===== src/rtl/sa_pkg.sv =====
// Shared constants and drain-state encoding for the systolic-array result path.
package sa_pkg;
    localparam int DATA_W        = 32;
    localparam int NUM_RES       = 4;
    localparam int NUM_BANKS     = 2;
    localparam int IDX_W         = $clog2(NUM_RES);
    localparam int FP32_SIGN_BIT = 31;

    localparam logic [31:0] FP32_ZERO = 32'h00000000;
    localparam logic [31:0] FP_ONE    = 32'h3f800000;
    localparam logic [31:0] FP_TWO    = 32'h40000000;
    localparam logic [31:0] FP_THREE  = 32'h40400000;
    localparam logic [31:0] FP_FOUR   = 32'h40800000;

    typedef enum logic {
        ST_IDLE   = 1'b0,
        ST_STREAM = 1'b1
    } drain_state_e;
endpackage


===== src/rtl/sa_bank_buf.sv =====
// Ping-pong result-set storage: two banks of NUM_RES words, each with a full flag
// and a captured ReLU flag, written at wr_ptr and read/released at rd_ptr.
module sa_bank_buf #(
    parameter int DATA_W    = 32,
    parameter int NUM_RES   = 4,
    parameter int NUM_BANKS = 2,
    parameter int IDX_W     = 2
) (
    input  logic                            clk,
    input  logic                            reset,
    input  logic                            cap_i,
    input  logic [NUM_RES-1:0][DATA_W-1:0]  cap_words_i,
    input  logic                            cap_relu_i,
    input  logic                            rel_i,
    input  logic [IDX_W-1:0]                rd_idx_i,
    output logic [DATA_W-1:0]               rd_word_o,
    output logic                            rd_relu_o,
    output logic                            rd_full_o,
    output logic                            other_full_o,
    output logic                            any_full_o,
    output logic                            free_o
);
    logic [NUM_BANKS-1:0][NUM_RES-1:0][DATA_W-1:0] data_q;
    logic [NUM_BANKS-1:0]                          relu_q;
    logic [NUM_BANKS-1:0]                          full_q, full_d;
    logic                                          wr_ptr_q, wr_ptr_d;
    logic                                          rd_ptr_q, rd_ptr_d;

    // Capture always targets an empty bank and release a full one, so they never collide.
    always_comb begin
        full_d   = full_q;
        wr_ptr_d = wr_ptr_q;
        rd_ptr_d = rd_ptr_q;
        if (cap_i) begin
            full_d[wr_ptr_q] = 1'b1;
            wr_ptr_d         = ~wr_ptr_q;
        end
        if (rel_i) begin
            full_d[rd_ptr_q] = 1'b0;
            rd_ptr_d         = ~rd_ptr_q;
        end
    end

    always_ff @(posedge clk) begin
        if (reset) begin
            full_q   <= '0;
            wr_ptr_q <= 1'b0;
            rd_ptr_q <= 1'b0;
        end else begin
            full_q   <= full_d;
            wr_ptr_q <= wr_ptr_d;
            rd_ptr_q <= rd_ptr_d;
        end
    end

    always_ff @(posedge clk) begin
        if (cap_i) begin
            data_q[wr_ptr_q] <= cap_words_i;
            relu_q[wr_ptr_q] <= cap_relu_i;
        end
    end

    assign rd_word_o    = data_q[rd_ptr_q][rd_idx_i];
    assign rd_relu_o    = relu_q[rd_ptr_q];
    assign rd_full_o    = full_q[rd_ptr_q];
    assign other_full_o = full_q[~rd_ptr_q];
    assign any_full_o   = |full_q;
    assign free_o       = ~(&full_q);
endmodule


===== src/rtl/sa_result_drain.sv =====
// Captures 2x2 systolic-array result sets into a ping-pong buffer and streams
// them out one word per beat, with optional ReLU on the output path.
module sa_result_drain #(
    parameter int DATA_W    = sa_pkg::DATA_W,
    parameter int NUM_RES   = sa_pkg::NUM_RES,
    parameter int NUM_BANKS = sa_pkg::NUM_BANKS
) (
    input  logic              clk,
    input  logic              reset,
    input  logic              res_valid,
    output logic              res_ready,
    input  logic [DATA_W-1:0] res0,
    input  logic [DATA_W-1:0] res1,
    input  logic [DATA_W-1:0] res2,
    input  logic [DATA_W-1:0] res3,
    input  logic              relu_on,
    output logic [DATA_W-1:0] out_data,
    output logic [1:0]        out_idx,
    output logic              out_last,
    output logic              out_valid,
    input  logic              out_ready,
    output logic              busy,
    output logic              overflow
);
    import sa_pkg::*;

    localparam int                 IW       = $clog2(NUM_RES);
    localparam logic [IW-1:0]      LAST_IDX = IW'(NUM_RES - 1);

    drain_state_e  state_q, state_d;
    logic [IW-1:0] idx_q, idx_d;
    logic          overflow_q, overflow_d;

    logic              cap, rel;
    logic [DATA_W-1:0] rd_word;
    logic              rd_relu, rd_full, other_full, any_full, bank_free;

    // Negative words, including -0.0 and negative NaN, clamp to +0.0.
    function automatic logic [DATA_W-1:0] relu_fn(input logic [DATA_W-1:0] w,
                                                  input logic en);
        return (en && w[FP32_SIGN_BIT]) ? DATA_W'(FP32_ZERO) : w;
    endfunction

    assign res_ready = bank_free;
    assign cap       = res_valid && bank_free;

    sa_bank_buf #(
        .DATA_W   (DATA_W),
        .NUM_RES  (NUM_RES),
        .NUM_BANKS(NUM_BANKS),
        .IDX_W    (IW)
    ) u_bank_buf (
        .clk         (clk),
        .reset       (reset),
        .cap_i       (cap),
        .cap_words_i ({res3, res2, res1, res0}),
        .cap_relu_i  (relu_on),
        .rel_i       (rel),
        .rd_idx_i    (idx_q),
        .rd_word_o   (rd_word),
        .rd_relu_o   (rd_relu),
        .rd_full_o   (rd_full),
        .other_full_o(other_full),
        .any_full_o  (any_full),
        .free_o      (bank_free)
    );

    always_comb begin
        state_d    = state_q;
        idx_d      = idx_q;
        rel        = 1'b0;
        out_valid  = 1'b0;
        overflow_d = overflow_q | (res_valid & ~bank_free);
        case (state_q)
            ST_IDLE: begin
                if (rd_full) begin
                    state_d = ST_STREAM;
                    idx_d   = '0;
                end
            end
            ST_STREAM: begin
                out_valid = 1'b1;
                if (out_ready) begin
                    if (idx_q == LAST_IDX) begin
                        // Chain straight into the other bank only if it was already full.
                        rel     = 1'b1;
                        idx_d   = '0;
                        state_d = other_full ? ST_STREAM : ST_IDLE;
                    end else begin
                        idx_d = idx_q + IW'(1);
                    end
                end
            end
            default: begin
                state_d = ST_IDLE;
                idx_d   = '0;
            end
        endcase
    end

    always_ff @(posedge clk) begin
        if (reset) begin
            state_q    <= ST_IDLE;
            idx_q      <= '0;
            overflow_q <= 1'b0;
        end else begin
            state_q    <= state_d;
            idx_q      <= idx_d;
            overflow_q <= overflow_d;
        end
    end

    assign out_data = out_valid ? relu_fn(rd_word, rd_relu) : '0;
    assign out_idx  = 2'(idx_q);
    assign out_last = out_valid && (idx_q == LAST_IDX);
    assign busy     = any_full || (state_q == ST_STREAM);
    assign overflow = overflow_q;
endmodule


===== config.mk =====
export PLATFORM = sky130hd
export DESIGN_NAME = sa_result_drain
export DESIGN_NICKNAME = d
export VERILOG_FILES = /design/src/rtl/sa_pkg.sv /design/src/rtl/sa_bank_buf.sv /design/src/rtl/sa_result_drain.sv
export SDC_FILE = /design/constraint.sdc
export NUM_CORES = 1
export LEC_CHECK = 0
export BUFFER_PORTS_ARGS = -buffer_cell sky130_fd_sc_hd__buf_4
export CAP_MARGIN = 20
export CELL_PAD_IN_SITES_DETAIL_PLACEMENT = 1
export CELL_PAD_IN_SITES_GLOBAL_PLACEMENT = 1
export CORE_MARGIN = 8
export CORE_UTILIZATION = 47
export CTS_BUF_LIST = sky130_fd_sc_hd__clkbuf_8 sky130_fd_sc_hd__clkbuf_16
export DETAILED_ROUTE_END_ITERATION = 7
export HOLD_SLACK_MARGIN = 0.06
export PLACE_DENSITY = 0.78
export SYNTH_ARGS = -nofsm -noshare
export SYNTH_HDL_FRONTEND = slang
export SYNTH_SLANG_ARGS = --single-unit

===== constraint.sdc =====
create_clock -name clk -period 9.6 [get_ports clk]
set_input_delay 1.44 -clock clk [delete_from_list [all_inputs] [get_ports clk]]
set_output_delay 1.44 -clock clk [all_outputs]
set_load 0.02 [all_outputs]

# After elaboration in Yosys (flattened, before gate mapping)

Index checks and enable logic that the tools add are counted.

Add/sub/neg operators: 1
Multiply operators: 0
Divide/modulo/power cells: 0
Magnitude comparators: 6
Equality and inequality tests: 3
Shift-type cells: 0
Multiplexer cells: 35
Bitwise gates (word level): 9
Reduce and logical (&&, ||, !) cells: 9

Operator list:

| kind                                                                 | count |
|---|---|
| 128-bit 2-to-1 mux                                                   | 3 |
| 256-bit bitwise mux                                                  | 1 |
| 128-bit demux with 1-bit select                                      | 1 |
| 32-bit 2-to-1 mux                                                    | 3 |
| 32-bit binary-select mux with 2-bit select                           | 1 |
| 1-bit 2-to-1 mux                                                     | 16 |
| 2-bit 2-to-1 mux                                                     | 5 |
| 1-bit by 2-bit < comparator with 1-bit output, second input constant | 3 |
| 1-bit logical AND                                                    | 5 |
| 2-bit inequality test, second input constant                         | 2 |
| 1-bit inverter                                                       | 4 |
| 2-bit one-hot mux with 2 select lines                                | 1 |
| 2-bit AND reduction                                                  | 2 |
| 2-bit by 3-bit < comparator with 1-bit output, second input constant | 1 |
| 2-bit by 1-bit adder with 2-bit output, second input constant        | 1 |
| 2-bit bitwise AND                                                    | 1 |
| 2-bit bitwise mux                                                    | 1 |
| 1-bit demux with 1-bit select                                        | 2 |
| 2-bit == test, second input constant                                 | 1 |
| 1-bit >= comparator, second input constant                           | 2 |
| 2-bit inverter                                                       | 1 |
| 2-bit bitwise OR                                                     | 1 |
| 1-bit one-hot mux with 2 select lines                                | 1 |
| 2-bit OR reduction                                                   | 1 |
| other kinds (3)                                                      | 3 |

Register bits: 266
Bits in latches: 0
RAM bits: 0
Memory bits (read-only): 0
Bits of input ports: 133
Output and inout port bits: 39
Logic and storage cells: 78
Memories kept: 0

# Longest topological paths before layout

Depth after elaboration: 8
Gate-level depth with buffers: 7
Gate-level depth less buffers: 4

# Hierarchy

Synthesis repeated with hierarchy kept, for this count alone.

Cells, all modules: 453
Area total of the unflattened synthesis: 10,611.4 µm²

Modules (own cells, without submodules):

| module          | times used | cells each | area an instance (µm²) | seq. area each (µm²) |
|---|---|---|---|---|
| sa_bank_buf     | 1          | 395        | 10,141.0               | 7,827.5 |
| sa_result_drain | 1          | 58         | 470.5                  | 80.1 |

# Worst setup path after synthesis

No wires, ideal clock.

Path kind: input port to flip-flop
From: input port res_valid
To: register u_bank_buf.full_q[0]
Data arrival time: 7.717 ns
Path slack: 1.800 ns
Stages on the path: 3
Buffers on the path: 0
Path through: nand2_1 nor2_1 o221a_2

Longest elaborated chain between the ends: 4

RTL lines:

| what                               | RTL line              | RTL |
|---|---|---|
| start, declared                    | sa_result_drain.sv:10 | `input logic res_valid,` |
| 1-bit logical AND (*)              | sa_result_drain.sv:45 | `assign cap = res_valid && bank_free;` |
| 2-bit 2-to-1 mux (*)               | sa_bank_buf.sv:34     | `if (cap_i) begin` |
| 2-bit bitwise AND (no source line) | --                    |  |
| 2-bit 2-to-1 mux (*)               | sa_bank_buf.sv:38     | `if (rel_i) begin` |
| end signal, assigned               | sa_bank_buf.sv:50     | `full_q <= full_d;` |
| end, declared                      | sa_bank_buf.sv:25     | `logic [NUM_BANKS-1:0] full_q, full_d;` |

Every way passes the cells marked *; elsewhere a longest branch is shown, timed or not.
A chain may end at the register's enable or synchronous reset.

# Final worst setup path

From: register u_bank_buf.rd_ptr_q
To: output port out_data[23]

Longest elaborated chain between the ends: 7
Elaborated cells between the ends (all ways): 9
Those cells by class: mux (8); reduce/logical (1)

RTL lines:

| what                                                  | RTL line               | RTL |
|---|---|---|
| start, declared                                       | sa_bank_buf.sv:27      | `logic rd_ptr_q, rd_ptr_d;` |
| start signal, assigned                                | sa_bank_buf.sv:52      | `rd_ptr_q <= rd_ptr_d;` |
| 128-bit 2-to-1 mux (not written as such) (2 in a row) | sa_bank_buf.sv:63      | `assign rd_word_o = data_q[rd_ptr_q][rd_idx_i];` |
| 32-bit binary-select mux with 2-bit select            | sa_bank_buf.sv:63      |  |
| 32-bit 2-to-1 mux (not written as such)               | sa_bank_buf.sv:63      |  |
| 1-bit logical AND                                     | sa_result_drain.sv:41  | `return (en && w[FP32_SIGN_BIT]) ? DATA_W'(FP32_ZERO) : w;` |
| 32-bit 2-to-1 mux (*)                                 | sa_result_drain.sv:41  |  |
| 32-bit 2-to-1 mux (*)                                 | sa_result_drain.sv:113 | `assign out_data = out_valid ? relu_fn(rd_word, rd_relu) : '0;` |
| end, declared                                         | sa_result_drain.sv:17  | `output logic [DATA_W-1:0] out_data,` |

Every way passes the cells marked *; elsewhere a longest branch is shown, timed or not. The select of a mux whose other input is x is not followed.

==> summary.txt <==
Run status
  • Status: finished clean

Detailed routing
  • Via density: 5.448
  • First-pass detailed-route iteration total: 4
  • Final wirelength: 23990 um
  • DRC: 0
  • Wire per inst: 22.65 um
  • Starting DRT DRC Count: around 410
  • Via count: 5769
  • Antenna viol nets, final: 0

Clocking
  • Max Root-Sink Buffers: 3
  • CTS tree: built
  • Total of cells resized after clock tree synthesis: 0
  • Cts hold-fix bufs: 0
  • Cts bufs inserted: 27
  • CTS Sinks: 266
  • Setup bufs post-CTS: 0
  • H-tree lvl count: 1
  • CTS Root Cell: clkbuf_16
  • Clock Pin Slew Worst Setup and Hold Paths: 0.06 ns
  • Clk_lat worst skew: 0.52 ns

Layout
  • Sequential Area: around 7900 um^2
  • Finished Layout Cells: 1059
  • Area of the multi-input gates: 2272 um^2
  • Number of fill cells in the layout: 1985
  • Layout area overhead: 22.42%
  • Share of cells above drive strength 1: 28.11%
  • Total Nets Final: 898
  • ANT cells: 0

Critical path
  • Slowest stage delay, CP: 0.88 ns
  • Critical path type: reg2out
  • Critical path required time: 8.16 ns
  • Startpoint types: register
  • CP endpoint kind: output port
  • CP most frequent cell: buf_4
  • WP data arrival: 3.93 ns
  • Reg2reg start: u_bank_buf.full_q[1]
  • Critical Path Fanout Max: 63
  • Slowest-stage cell, CP: buf_4
  • CP cell instances: buf_4, mux2i_1, a22o_1, o31ai_4, buf_4, nor2_1, buf_4
  • CP startpoint: u_bank_buf.rd_ptr_q

Yosys
  • Seq cells post-synth: approximately 270
  • YS warnings: 0
  • Syn Std Cell Area: 10340 um^2
  • Post-Synthesis Cells: 591
  • Top FF cell, synth: edfxtp_1
  • Number of flops mapped to enable cells by yosys: 258
  • Syn Nets: between 700 and 800
  • Cell variety after synth: 27
  • Seq/Total Area, Yosys: 76.49%
  • Async set-reset flop share out of synthesis: 0%
  • Share of the synthesized area in the top cell type: approximately 75%
  • Largest cells by area after synthesis: edfxtp_1 (75%), mux2i_1 (13%), a22oi_1 (4.5%)
  • Yosys top cell by area: edfxtp_1
  • Syn Area/Cell: 17.49 um^2

STA
  • RSZ-0062 raised after global routing: no
  • Setup Skew: 0.01215 ns
  • Fmax: roughly 190 MHz
  • Final Cycle Share: 55.93%
  • Setup TNS: 0 ns
  • Final Hold Viols: 0
  • Tmin final: 5.369 ns
  • Max-slew violations: 0
  • Max_slew headroom: 27.32%
  • Worst-margin pin slew: 1.088 ns
  • Endpoints failing setup: 0

Die
  • Die area: 27000 um^2
  • Die X: 164.3 um
  • Ports: 172
  • Die Ht: 164.3 um
  • Number of placement rows: 54
  • Core area: 21690 um^2
  • Starting Density: 47.66%

Placement
  • Port bufs: roughly 170
  • Routability cong.: approximately 0.76
  • Post-detail-place hpwl: 15500 um
  • # placed instances: 1015

Power
  • Power Dens Cells: just under 200 nW/um^2
  • Peak supply drop: approximately 140 uV
  • Leak: 4.340 nW

GRT
  • GR Util All Layers: about 18%
  • Vias in the first global route: 6576
  • Initial antenna violation count: 1
  • Grt total ovfl: 0
  • Global-route wire length before repair: approximately 37000 um
  • Pin count of the biggest net entering global routing: 75

Worst hold path
  • Min-Delay Startpoint: overflow
  • Worst hold-check path type: reg2reg

Run
  • Max Cap Viol: 0
==> metrics by stage <==
step	power [mW]	worst slack [ns]	area (um^2)	util [%]	hold slack [ns]
3_5_place_dp	1.609	4.630	11880	54.77	0.4770
4_1_cts	2.546	4.085	12650	58.35	0.4932
6_report	2.514	4.231	12650	58.35	0.4953
2_1_floorplan	1.510	1.800	10340	-	0.5449
3_3_place_gp	1.593	4.712	11880	54.77	0.4517
5_1_grt	2.602	3.890	12650	58.35	0.5589
==> cells in the final DEF (no fill, tap or decap) <==
cell type   synthesis  routed
clkinv_2            0       2
dfxtp_1             8       7
and2_1              3       3
nand2_1            35      35
xnor2_1             2       2
buf_4              14     178
a22oi_1            62      62
clkinvlp_4          0       1
a22o_1              2       2
nor2b_4             0       2
edfxtp_1          258     258
clkbuf_16           0      27
o21a_1              1       1
o31ai_4             1       1
or3_1               1       1
ha_1                1       1
bufinv_16           0       1
dfxtp_4             0       1
nor2_1             37      35
inv_6               0       1
nand3_1             1       1
nor3_1              2       2
and3_4              0       1
nor2_4              0       2
a32oi_1             1       1
o221ai_1            2       2
a31oi_1             1       1
o221a_2             2       2
clkinv_1            0       6
mux2i_1           130     130
a21oi_1             2       2
inv_1               2       8
==> critical path: cells and delay by family, from the launching register on <==
family,cells,cell delay (ns)
muxes,1,0.17
buffers and inverters,3,1.42
DFF,1,0.65
AOI/OAI and AO/OA,2,1.02
and+or+nand+nor,1,0.09
==> state kept, by name, indices dropped and copies added (netlist names) <==
name / flops
out_idx: 2
overflow: 1
state_q: 1
u_bank_buf.data_q: 256
u_bank_buf.full_q: 2
u_bank_buf.rd_ptr_q: 1
u_bank_buf.relu_q: 2
u_bank_buf.wr_ptr_q: 1
==> cell usage after synthesis (2+ instances only) <==
cell      instances
o221a_2           2
a22o_1            2
nor2b_1           2
nor3_1            2
a22oi_1          62
inv_1             2
o221ai_1          2
buf_4            14
nand2_1          35
buf_1             2
buf_2             4
mux2i_1         130
xnor2_1           2
edfxtp_1        258
clkbuf_1         14
and2_1            3
nor2_1           37
a21oi_1           2
dfxtp_1           8
==> power by group <==
part           total (mW)  switching [mW]  leakage [nW]  internal, mW
sequential           1.39          0.0231          2.48          1.36
clock               0.932           0.401         0.401         0.531
combinational       0.197           0.116          1.45        0.0812
total                2.51           0.539          4.34          1.97
==> metal layers <==
layer / part of all wire (%) / vias up / track usage [%]
met5: 0.054 / - / 0
met4: 2.4 / 2 / 5.413
met3: 6.7 / 46 / 4.561
met2: 52 / 160 / 31.63
met1: 39 / 2903 / 20.38
li1: - / 2658 / -
==> cell type report <==
cell class | count | share of cell area [%]
sequential | 266 | 62.52
clock inverter | 17 | 0.8009
clock buffer | 27 | 5.339
multi-input combinational | 289 | 17.96
tap | 280 | 2.768
inverter | 2 | 0.05932
timing repair buffer | 178 | 10.56
==> cell families (layout without fill, tap and decap cells) <==
logic type                 Yosys count  count (layout)  synth area share [%]
muxes                              130             130                 12.59
xor gates and xnor gates             2               2                0.1695
adders and majority gates            1               1                0.1210
and+or+nand+nor                     82              82                 3.183
buffers and inverters               36             224                 1.864
AOI/OAI and AO/OA                   74              74                 5.580
DFF                                266             266                 76.49
==> worst paths after layout <==
| kind | depth (start not counted) | slack (ns) | end |
|---|---|---|---|
| max | 7 | 4.23 | out_data[23] |
| min reg2reg | 2 | 0.50 | overflow |
| min | 2 | 0.50 | overflow |
| max reg2reg | 5 | 6.50 | u_bank_buf.data_q[35] |
No activity file was read; power rests on OpenSTA's default activity.
